`src/rtl/apb_intercon_rr_if.sv`:
```
// Per-master APB ports plus the shared peripheral bus of apb_intercon_rr.
// Handshake: a master requests by raising S_PSELx and holds S_PADDR/S_PWRITE/S_PWDATA stable until it sees S_PREADY.
interface apb_intercon_rr_if #(
    parameter int MASTER_PORTS = 2,
    parameter int SLAVE_PORTS  = 8,
    parameter int BUS_WIDTH    = 16
);
    logic [MASTER_PORTS*BUS_WIDTH-1:0] S_PADDR;
    logic [MASTER_PORTS-1:0]           S_PWRITE;
    logic [MASTER_PORTS-1:0]           S_PSELx;
    logic [MASTER_PORTS-1:0]           S_PENABLE;
    logic [MASTER_PORTS*BUS_WIDTH-1:0] S_PWDATA;
    logic [MASTER_PORTS*BUS_WIDTH-1:0] S_PRDATA;
    logic [MASTER_PORTS-1:0]           S_PREADY;
    logic [MASTER_PORTS-1:0]           S_PSLVERR;
    logic [BUS_WIDTH-1:0]              M_PADDR;
    logic                              M_PWRITE;
    logic                              M_PENABLE;
    logic [SLAVE_PORTS-1:0]            M_PSELx;
    logic [BUS_WIDTH-1:0]              M_PWDATA;
    logic [BUS_WIDTH-1:0]              M_PRDATA;
    logic                              M_PREADY;
    logic [1:0]                        dbg_state;

    modport slave (
        input  S_PADDR, S_PWRITE, S_PSELx, S_PENABLE, S_PWDATA, M_PRDATA, M_PREADY,
        output S_PRDATA, S_PREADY, S_PSLVERR, M_PADDR, M_PWRITE, M_PENABLE, M_PSELx,
               M_PWDATA, dbg_state
    );

    modport master (
        output S_PADDR, S_PWRITE, S_PSELx, S_PENABLE, S_PWDATA, M_PRDATA, M_PREADY,
        input  S_PRDATA, S_PREADY, S_PSLVERR, M_PADDR, M_PWRITE, M_PENABLE, M_PSELx,
               M_PWDATA, dbg_state
    );
endinterface

```
`src/rtl/apb_intercon_rr.sv`:
```
// Round-robin arbiter of MASTER_PORTS APB masters onto one shared APB bus with
// address-field slave decode, decode-error and timeout responses via S_PSLVERR.
module apb_intercon_rr #(
    parameter int MASTER_PORTS = 2,
    parameter int SLAVE_PORTS  = 8,
    parameter int BUS_WIDTH    = 16,
    parameter int SEL_LSB      = 8,
    parameter int TIMEOUT      = 255
) (
    input  logic                   clk,
    input  logic                   reset,
    apb_intercon_rr_if.slave       bus
);
    localparam int SEL_W  = (SLAVE_PORTS > 1) ? $clog2(SLAVE_PORTS) : 1;
    localparam int GNT_W  = (MASTER_PORTS > 1) ? $clog2(MASTER_PORTS) : 1;
    localparam int TCNT_W = (TIMEOUT > 1) ? $clog2(TIMEOUT) : 1;
    localparam int HI_W   = BUS_WIDTH - SEL_LSB;

    typedef enum logic [1:0] {
        ST_IDLE   = 2'd0,
        ST_SETUP  = 2'd1,
        ST_ACCESS = 2'd2
    } state_t;

    state_t              state_q, state_d;
    logic [GNT_W-1:0]    grant_q, grant_d;
    logic [GNT_W-1:0]    rr_last_q, rr_last_d;
    logic [TCNT_W-1:0]   tcnt_q, tcnt_d;

    logic                req_any;
    logic [GNT_W-1:0]    winner;
    logic [GNT_W-1:0]    cand;
    logic [BUS_WIDTH-1:0] m_paddr, m_pwdata;
    logic                m_pwrite;
    logic [HI_W-1:0]     sel_hi;
    logic [SEL_W-1:0]    idx;
    logic                dec_err;
    logic [SLAVE_PORTS-1:0] m_psel;
    logic                gnt_psel, timeout, done, err;
    logic [MASTER_PORTS*BUS_WIDTH-1:0] s_prdata;
    logic [MASTER_PORTS-1:0] s_pready, s_pslverr;
    logic                unused_penable;

    assign unused_penable = ^bus.S_PENABLE;

    // Scan upward from the master after the last winner, wrapping around.
    always_comb begin
        req_any = 1'b0;
        winner  = '0;
        cand    = '0;
        for (int k = 1; k <= MASTER_PORTS; k++) begin
            cand = GNT_W'((int'(rr_last_q) + k) % MASTER_PORTS);
            if (!req_any && bus.S_PSELx[cand]) begin
                req_any = 1'b1;
                winner  = cand;
            end
        end
    end

    always_comb begin
        m_paddr  = '0;
        m_pwdata = '0;
        m_pwrite = 1'b0;
        if (state_q != ST_IDLE) begin
            m_paddr  = bus.S_PADDR[int'(grant_q)*BUS_WIDTH +: BUS_WIDTH];
            m_pwdata = bus.S_PWDATA[int'(grant_q)*BUS_WIDTH +: BUS_WIDTH];
            m_pwrite = bus.S_PWRITE[grant_q];
        end
    end

    // Address bits above the select field take part in the decode, so an address
    // beyond the populated window errors out instead of aliasing onto a slave.
    always_comb begin
        sel_hi  = m_paddr[BUS_WIDTH-1:SEL_LSB];
        idx     = m_paddr[SEL_LSB +: SEL_W];
        dec_err = (int'(sel_hi) >= SLAVE_PORTS);
        m_psel  = '0;
        if (state_q != ST_IDLE && !dec_err) m_psel[idx] = 1'b1;
    end

    always_comb begin
        gnt_psel = bus.S_PSELx[grant_q];
        timeout  = (state_q == ST_ACCESS) && (TIMEOUT != 0) &&
                   (int'(tcnt_q) == TIMEOUT - 1) && !bus.M_PREADY;
        done     = (state_q == ST_ACCESS) && gnt_psel &&
                   (bus.M_PREADY || dec_err || timeout);
        err      = dec_err || timeout;
    end

    always_comb begin
        s_prdata  = '0;
        s_pready  = '0;
        s_pslverr = '0;
        if (done) begin
            s_pready[grant_q]  = 1'b1;
            s_pslverr[grant_q] = err;
            s_prdata[int'(grant_q)*BUS_WIDTH +: BUS_WIDTH] = err ? '0 : bus.M_PRDATA;
        end
    end

    always_comb begin
        state_d   = state_q;
        grant_d   = grant_q;
        rr_last_d = rr_last_q;
        tcnt_d    = tcnt_q;
        case (state_q)
            ST_IDLE: begin
                if (req_any) begin
                    grant_d   = winner;
                    rr_last_d = winner;
                    state_d   = ST_SETUP;
                end
            end
            ST_SETUP: begin
                tcnt_d  = '0;
                state_d = gnt_psel ? ST_ACCESS : ST_IDLE;
            end
            ST_ACCESS: begin
                tcnt_d = tcnt_q + TCNT_W'(1);
                if (!gnt_psel || done) state_d = ST_IDLE;
            end
            default: state_d = ST_IDLE;
        endcase
    end

    always_ff @(posedge clk or negedge reset) begin
        if (!reset) begin
            state_q   <= ST_IDLE;
            grant_q   <= '0;
            rr_last_q <= GNT_W'(MASTER_PORTS - 1);
            tcnt_q    <= '0;
        end else begin
            state_q   <= state_d;
            grant_q   <= grant_d;
            rr_last_q <= rr_last_d;
            tcnt_q    <= tcnt_d;
        end
    end

    assign bus.M_PADDR   = m_paddr;
    assign bus.M_PWDATA  = m_pwdata;
    assign bus.M_PWRITE  = m_pwrite;
    assign bus.M_PENABLE = (state_q == ST_ACCESS);
    assign bus.M_PSELx   = m_psel;
    assign bus.S_PRDATA  = s_prdata;
    assign bus.S_PREADY  = s_pready;
    assign bus.S_PSLVERR = s_pslverr;
    assign bus.dbg_state = state_q;
endmodule

```
`src/flat_wrapper.sv`:
```
// flat-port wrapper written by rule: the top's interface ports become plain ports
module apb_intercon_rr_flat 
#(
    parameter int MASTER_PORTS = 2,
    parameter int SLAVE_PORTS  = 8,
    parameter int BUS_WIDTH    = 16,
    parameter int SEL_LSB      = 8,
    parameter int TIMEOUT      = 255
)
  (clk, reset, bus_S_PADDR, bus_S_PWRITE, bus_S_PSELx, bus_S_PENABLE, bus_S_PWDATA, bus_M_PRDATA, bus_M_PREADY, bus_S_PRDATA, bus_S_PREADY, bus_S_PSLVERR, bus_M_PADDR, bus_M_PWRITE, bus_M_PENABLE, bus_M_PSELx, bus_M_PWDATA, bus_dbg_state);
  apb_intercon_rr_if #(.MASTER_PORTS(MASTER_PORTS), .SLAVE_PORTS(SLAVE_PORTS), .BUS_WIDTH(BUS_WIDTH)) bus_i ();
  input  logic clk;
  input  logic reset;
  input wire logic [$bits(bus_i.S_PADDR)-1:0] bus_S_PADDR;
  input wire logic [$bits(bus_i.S_PWRITE)-1:0] bus_S_PWRITE;
  input wire logic [$bits(bus_i.S_PSELx)-1:0] bus_S_PSELx;
  input wire logic [$bits(bus_i.S_PENABLE)-1:0] bus_S_PENABLE;
  input wire logic [$bits(bus_i.S_PWDATA)-1:0] bus_S_PWDATA;
  input wire logic [$bits(bus_i.M_PRDATA)-1:0] bus_M_PRDATA;
  input wire logic [$bits(bus_i.M_PREADY)-1:0] bus_M_PREADY;
  output wire logic [$bits(bus_i.S_PRDATA)-1:0] bus_S_PRDATA;
  output wire logic [$bits(bus_i.S_PREADY)-1:0] bus_S_PREADY;
  output wire logic [$bits(bus_i.S_PSLVERR)-1:0] bus_S_PSLVERR;
  output wire logic [$bits(bus_i.M_PADDR)-1:0] bus_M_PADDR;
  output wire logic [$bits(bus_i.M_PWRITE)-1:0] bus_M_PWRITE;
  output wire logic [$bits(bus_i.M_PENABLE)-1:0] bus_M_PENABLE;
  output wire logic [$bits(bus_i.M_PSELx)-1:0] bus_M_PSELx;
  output wire logic [$bits(bus_i.M_PWDATA)-1:0] bus_M_PWDATA;
  output wire logic [$bits(bus_i.dbg_state)-1:0] bus_dbg_state;
  assign bus_i.S_PADDR = bus_S_PADDR;
  assign bus_i.S_PWRITE = bus_S_PWRITE;
  assign bus_i.S_PSELx = bus_S_PSELx;
  assign bus_i.S_PENABLE = bus_S_PENABLE;
  assign bus_i.S_PWDATA = bus_S_PWDATA;
  assign bus_i.M_PRDATA = bus_M_PRDATA;
  assign bus_i.M_PREADY = bus_M_PREADY;
  assign bus_S_PRDATA = bus_i.S_PRDATA;
  assign bus_S_PREADY = bus_i.S_PREADY;
  assign bus_S_PSLVERR = bus_i.S_PSLVERR;
  assign bus_M_PADDR = bus_i.M_PADDR;
  assign bus_M_PWRITE = bus_i.M_PWRITE;
  assign bus_M_PENABLE = bus_i.M_PENABLE;
  assign bus_M_PSELx = bus_i.M_PSELx;
  assign bus_M_PWDATA = bus_i.M_PWDATA;
  assign bus_dbg_state = bus_i.dbg_state;
  apb_intercon_rr #(.MASTER_PORTS(MASTER_PORTS), .SLAVE_PORTS(SLAVE_PORTS), .BUS_WIDTH(BUS_WIDTH), .SEL_LSB(SEL_LSB), .TIMEOUT(TIMEOUT)) u_core (.clk(clk), .reset(reset), .bus(bus_i));
endmodule
```
`config.mk`:
```
export PLATFORM = sky130hd
export DESIGN_NAME = apb_intercon_rr_flat
export DESIGN_NICKNAME = d
export VERILOG_FILES = /design/src/rtl/apb_intercon_rr_if.sv /design/src/rtl/apb_intercon_rr.sv /design/src/flat_wrapper.sv
export SDC_FILE = /design/constraint.sdc
export NUM_CORES = 1
export LEC_CHECK = 0
export BUFFER_PORTS_ARGS = -buffer_cell sky130_fd_sc_hd__buf_2
export CAP_MARGIN = 20
export CELL_PAD_IN_SITES_DETAIL_PLACEMENT = 0
export CELL_PAD_IN_SITES_GLOBAL_PLACEMENT = 1
export CORE_MARGIN = 4
export CORE_UTILIZATION = 22
export CTS_BUF_LIST = sky130_fd_sc_hd__clkbuf_4
export DETAILED_ROUTE_END_ITERATION = 12
export PLACE_DENSITY = 0.95
export SYNTH_ARGS = -nofsm -noshare
export SYNTH_HDL_FRONTEND = slang
export SYNTH_SLANG_ARGS = --single-unit
export TNS_END_PERCENT = 1
```
`constraint.sdc`:
```
create_clock -name clk -period 2.8 [get_ports clk]
set_input_delay 0.42 -clock clk [delete_from_list [all_inputs] [get_ports clk]]
set_output_delay 0.42 -clock clk [all_outputs]
set_load 0.005 [all_outputs]
```
; After elaboration in Yosys (flattened, before gate mapping)
; Cells that the tools add are included.
[totals]
regBits = 12
inputBits = 89
out_inout_bits = 80
elab_cells = 76
[op_classes]
n_addsub = 4
magnitude_cmp = 7
eq_ne = 5
n_shift = 4
mux = 29
n_bitwise = 2
n_reduce_logical = 21
[ops]
columns = op, n
row1 = variable part select 32 x 6 -> 16 bit, 2
row2 = 2-to-1 mux 16 bit, 3
row3 = negator 5 -> 33 bit, 1
row4 = "variable shift 16 x 33 -> 32 bit, first input constant", 1
row5 = variable part select 16 x 33 -> 32 bit, 1
row6 = AND 32 bit, 1
row7 = 2-to-1 mux 32 bit, 1
row8 = case mux 8 bit (2 select lines), 1
row9 = 2-to-1 mux 1 bit, 15
row10 = 2-to-1 mux 2 bit, 5
row11 = "adder 8 x 1 -> 8 bit, second input constant", 1
row12 = "== test 8 x 2 -> 1 bit, second input constant", 1
row13 = ">= comparator 8 x 4 -> 1 bit, second input constant", 1
row14 = logical AND 1 bit, 8
row15 = 2-to-1 mux 8 bit, 1
row16 = "less-than comparator 1 x 2 -> 1 bit, second input constant", 3
row17 = case mux 2 bit (3 select lines), 1
row18 = zero test 1 bit, 4
row19 = logical OR 1 bit, 4
row20 = "less-than comparator 3 x 4 -> 1 bit, second input constant", 1
row21 = "!= test 2 x 1 -> 1 bit, second input constant", 2
row22 = AND reduction 2 bit, 2
row23 = nonzero test 2 bit, 2
row24 = demux 1 bit (select 3 bit), 1
row25 = 8 further kinds, 9

; Logic depth before layout (Yosys ltp)
[logic_depth]
word_depth = 9
ltp_mapped = 8
depth_no_buf = 6

; Least setup slack after synthesis
; No wires, ideal clock.
[synth_timing]
kind = register to output
from = register u_core.state_q[1], in the netlist u_core.bus.dbg_state[1]
to = output port bus_S_PRDATA[21]
t_arrival_ns = 2.173
required_time_ns = 2.380
path_slack_ns = 0.207
stages_incl_launch_ff = 9
path_buffers = 2
cell_sequence = dfrtp_1 > inv_1 > ha_1 > clkbuf_1 > inv_1 > a222oi_1 > nand3_2 > buf_6 > nor2_2
[synth_via]
elab_chain_len = 8
word_cells_on_any_way = 15
cone_classes = order compare (1) / eq/ne (1) / shift (1) / mux (3) / bitwise (1) / reduce/logical (8)
[synth_lines]
columns = element, line_no
row1 = from (decl), apb_intercon_rr.sv:25  ; state_t state_q, state_d;
row2 = from (signal assigned), apb_intercon_rr.sv:133  ; state_q <= state_d;
row3 = nonzero test 2 bit or == test 2 bit (tied branches), "apb_intercon_rr.sv:64, apb_intercon_rr.sv:83, apb_intercon_rr.sv:85"
row4 = 2-to-1 mux 16 bit or logical AND 1 bit (tied branches), "apb_intercon_rr.sv:64, apb_intercon_rr.sv:83"
row5 = >= comparator 8 x 4 -> 1 bit or logical AND 1 bit (tied branches), "apb_intercon_rr.sv:76, apb_intercon_rr.sv:84"
row6 = logical OR 1 bit, apb_intercon_rr.sv:87  ; err = dec_err || timeout;
row7 = 2-to-1 mux 16 bit, apb_intercon_rr.sv:97  ; s_prdata[int'(grant_q)*BUS_WIDTH +: BUS_WIDTH] = err ? '0 : bus.M_PRDATA;
row8 = variable part select 16 x 33 -> 32 bit, apb_intercon_rr.sv:97
row9 = AND 32 bit (no source line), -
row10 = 2-to-1 mux 32 bit (*), apb_intercon_rr.sv:94  ; if (done) begin
row11 = to (decl), flat_wrapper.sv:21  ; output wire logic [$bits(bus_i.S_PRDATA)-1:0] bus_S_PRDATA;
; Mark *: on every way between the ends. The rest lies on a longest branch, timed or not.

; Worst setup path in the final report
[layout_timing]
from = register u_core.state_q[1], in the netlist u_core.bus.dbg_state[1]
to = output port bus_S_PRDATA[18]
; Same word-level chain as after synthesis.

==> flow_metrics.tcl <==
set metrics [dict create \
    synth_edf_count 0 \
    syn_nets 321 \
    die_area_sq_mm 0.00857 \
    synth_top_cell_area_share 0.229 \
    pwr-share-seq 0.152 \
    crit_required_ps 2380 \
    nFillCells 758 \
    num_io_pins 169 \
    period_share 0.928 \
    slew_headroom 0.549 \
    synth_cells 227 \
    synth_warnings 0 \
    ys_async_sr_fraction 1.00 \
    start_util 0.229 \
    drc_errors 0 \
    htreeDepth 1 \
    ir_worst_vdd_uv 374 \
    rsz0062_at_grt "false" \
    powerDensity_mw_per_mm2 693 \
    tns_ps 0 \
    area_growth_pct 61.1 \
    criticalPathCategory "reg2out" \
    leakagePower_nw 1.48 \
    r2r_setup_slack_ps 660 \
    die_y_microns 92.6 \
    pwr-share-comb 0.779 \
    dp_hpwl_microns 5130 \
    synthTopCellsByArea "mux2i_1, dfrtp_1, nor2_1, nand2_1, nor2_2" \
    max_clock_freq_ghz 0.385 \
    hold_viol 0 \
    r2r_cells 5 \
    maxSlewViolCount 0 \
    antenna_cells 0 \
    synth_largest_area_cell "mux2i_1" \
    path_clk_slew_ps 70 \
    clkPwrFrac 0.069 \
    wirelength_microns 6060 \
    core_area_sq_mm 0.00687 \
    r2r_start "u_core.grant_q$_DFFE_PN0P_" \
    ys_seq_area_frac 0.192 \
    finClkSkew_ps 5.16 \
    power_mw 1.76 \
    place_congestion 0.793 \
    p_sw_mw 0.870 \
    overflow 0 \
    ant_nets 0 \
    die_w_microns 92.6 \
    final_net_count 483 \
    cp-end-kind "output pin" \
    synthFlopType "dfrtp_1" \
    first_pass_iters 4 \
    min_period_ps 2600 \
    synth_cell_type_count 38 \
    vias 2166 \
    rows 30 \
    worst_hold_path_type "in2async" \
    power_switching_share 0.495 \
    viasPerCell 4.48 \
    insertion_delay_ps 270 \
    grt_use_total 0.131 \
    drive_gt1_frac 0.500 \
    cts_buffer_depth 2 \
    grt_first_pass_wirelength_microns 9450 \
    antenna_found_initial 0 \
    synthesis.area_sq_mm 0.00157 \
    status "finished, final reports clean" \
    cts_inserted_buffers 3 \
    cts-root-buf "clkbuf_4" \
    r2r-end "u_core.bus.dbg_state[1]$_DFFE_PN0P_" \
    grt_max_degree 42 \
    arrival_ps 2180 \
    wire_per_inst_microns 12.5 \
    cts_tree "done" \
    p_int_mw 0.888 \
    maxCapViolCount 0 \
    critPathLaunch "u_core.bus.dbg_state[1]$_DFFE_PN0P_" \
    grt_pass1_vias 2118 \
    synth-seq-cells 12 \
    clock_sinks 12 \
    startpoint_type "register" \
    cts_hold_buf 0 \
    crit_end "bus_S_PRDATA[18]" \
    cp_max_fo 16 \
    setup_viol 0 \
    drt_iter0_drc 62 \
    fin_util 0.369 \
    numPortBuffers 166 \
    worstMarginPinSlew_ps 659 \
    syn_avg_cell_area_sq_um 6.93 \
]
-- timing repair --
item / CTS / global route
buffers inserted: 0 / 0
setup endpoints to repair: 0 / 18
gates resized for setup: 0 / 2
-- synth_stat cells (4+ instances only) --
cell type	count
dfrtp_1	11
ha_1	5
buf_1	4
inv_1	7
nand3_1	4
nand2_1	27
o21ai_0	7
nor2_2	12
mux2i_1	36
clkbuf_1	8
nor2_1	66
-- routing by layer --
metal | global-route usage | vias to the layer above | share of wire
li1 | - | 1088 | -
met1 | 0.132 | 1008 | 0.36
met2 | 0.271 | 64 | 0.57
met3 | 0.0195 | 6 | 0.064
met4 | 0.0334 | 0 | 0.0084
met5 | 0 | - | 0
-- power by group through the flow --
stage | sequential, mW | clock, mW | combinational, mW
after floorplan | 0.247 | 0 | 0.871
after global placement | 0.269 | 0 | 1.35
after detailed placement | 0.270 | 0 | 1.37
after CTS | 0.267 | 0.128 | 1.38
after global routing | 0.279 | 0.140 | 1.53
final | 0.268 | 0.121 | 1.37
-- layout make-up --
cell class | count | area [sq um] | share of cell area
multi-input combinational | 194 | 1190 | 0.469
timing repair buffer | 171 | 868 | 0.342
sequential | 12 | 303 | 0.119
tap | 96 | 120 | 0.0474
clock buffer | 4 | 30.0 | 0.0118
inverter | 7 | 26.3 | 0.0104
-- layout by cell type, fill, tap and decap left out, types with 4 or more instances in the layout --
cell type    n
buf_2      166
nor2_1      66
mux2i_1     36
nand2_1     27
nor2_2      12
dfrtp_1     10
inv_1        7
o21ai_0      7
buf_4        5
nand3_1      4
ha_1         4
clkbuf_4     4
-- registers in the layout, summed over array words and instances (netlist names) --
signal and cells:
u_core.tcnt_q 8, u_core.bus.dbg_state 2, u_core.grant_q 1, u_core.rr_last_q 1
-- how the worst min path moves through the flow --
| stage | cells past startpoint | start | slack, ps | to |
|---|---|---|---|---|
| floorplan | 0 | reset | 120 | u_core.bus.dbg_state[0]$_DFFE_PN0P_ |
| detailed placement | 1 | reset | 320 | u_core.tcnt_q[3]$_DFFE_PN0P_ |
| finish | 1 | reset | 10 | u_core.tcnt_q[3]$_DFFE_PN0P_ |
| global placement | 1 | reset | 310 | u_core.tcnt_q[7]$_DFFE_PN0P_ |
| CTS | 1 | reset | 7 | u_core.tcnt_q[3]$_DFFE_PN0P_ |
| global route | 1 | reset | 8 | u_core.tcnt_q[7]$_DFFE_PN0P_ |
-- critical path, cell delays in order, from the launching register on --
cell,delay [ps]
dfrtp_1,430
inv_1,100
ha_2,220
inv_1,70
a222oi_1,340
buf_4,230
nand3_2,60
buf_4,210
nor2_1,120
buf_2,120
-- metrics by stage --
stage	hold slack, ps	std cells	setup WS, ps	area [sq um]
2_1_floorplan	124	227	207	1570
3_3_place_gp	314	480	159	2500
3_5_place_dp	316	480	145	2500
4_1_cts	7.24	484	38.1	2530
5_1_grt	8.30	484	27.1	2540
6_report	10.9	484	202	2540
-- logic make-up (layout without fill, tap and decap cells) --
logic type / after synthesis / in the layout / share of synthesized area
and+or+nand+nor: 128 / 128 / 0.368
DFF: 12 / 12 / 0.192
xor gates and xnor gates: 2 / 2 / 0.0111
adders and majority gates: 5 / 5 / 0.0397
muxes: 37 / 37 / 0.236
AOI/OAI and AO/OA: 22 / 22 / 0.0938
buffers and inverters: 21 / 182 / 0.0596
No activity file was read; power rests on OpenSTA's default activity.
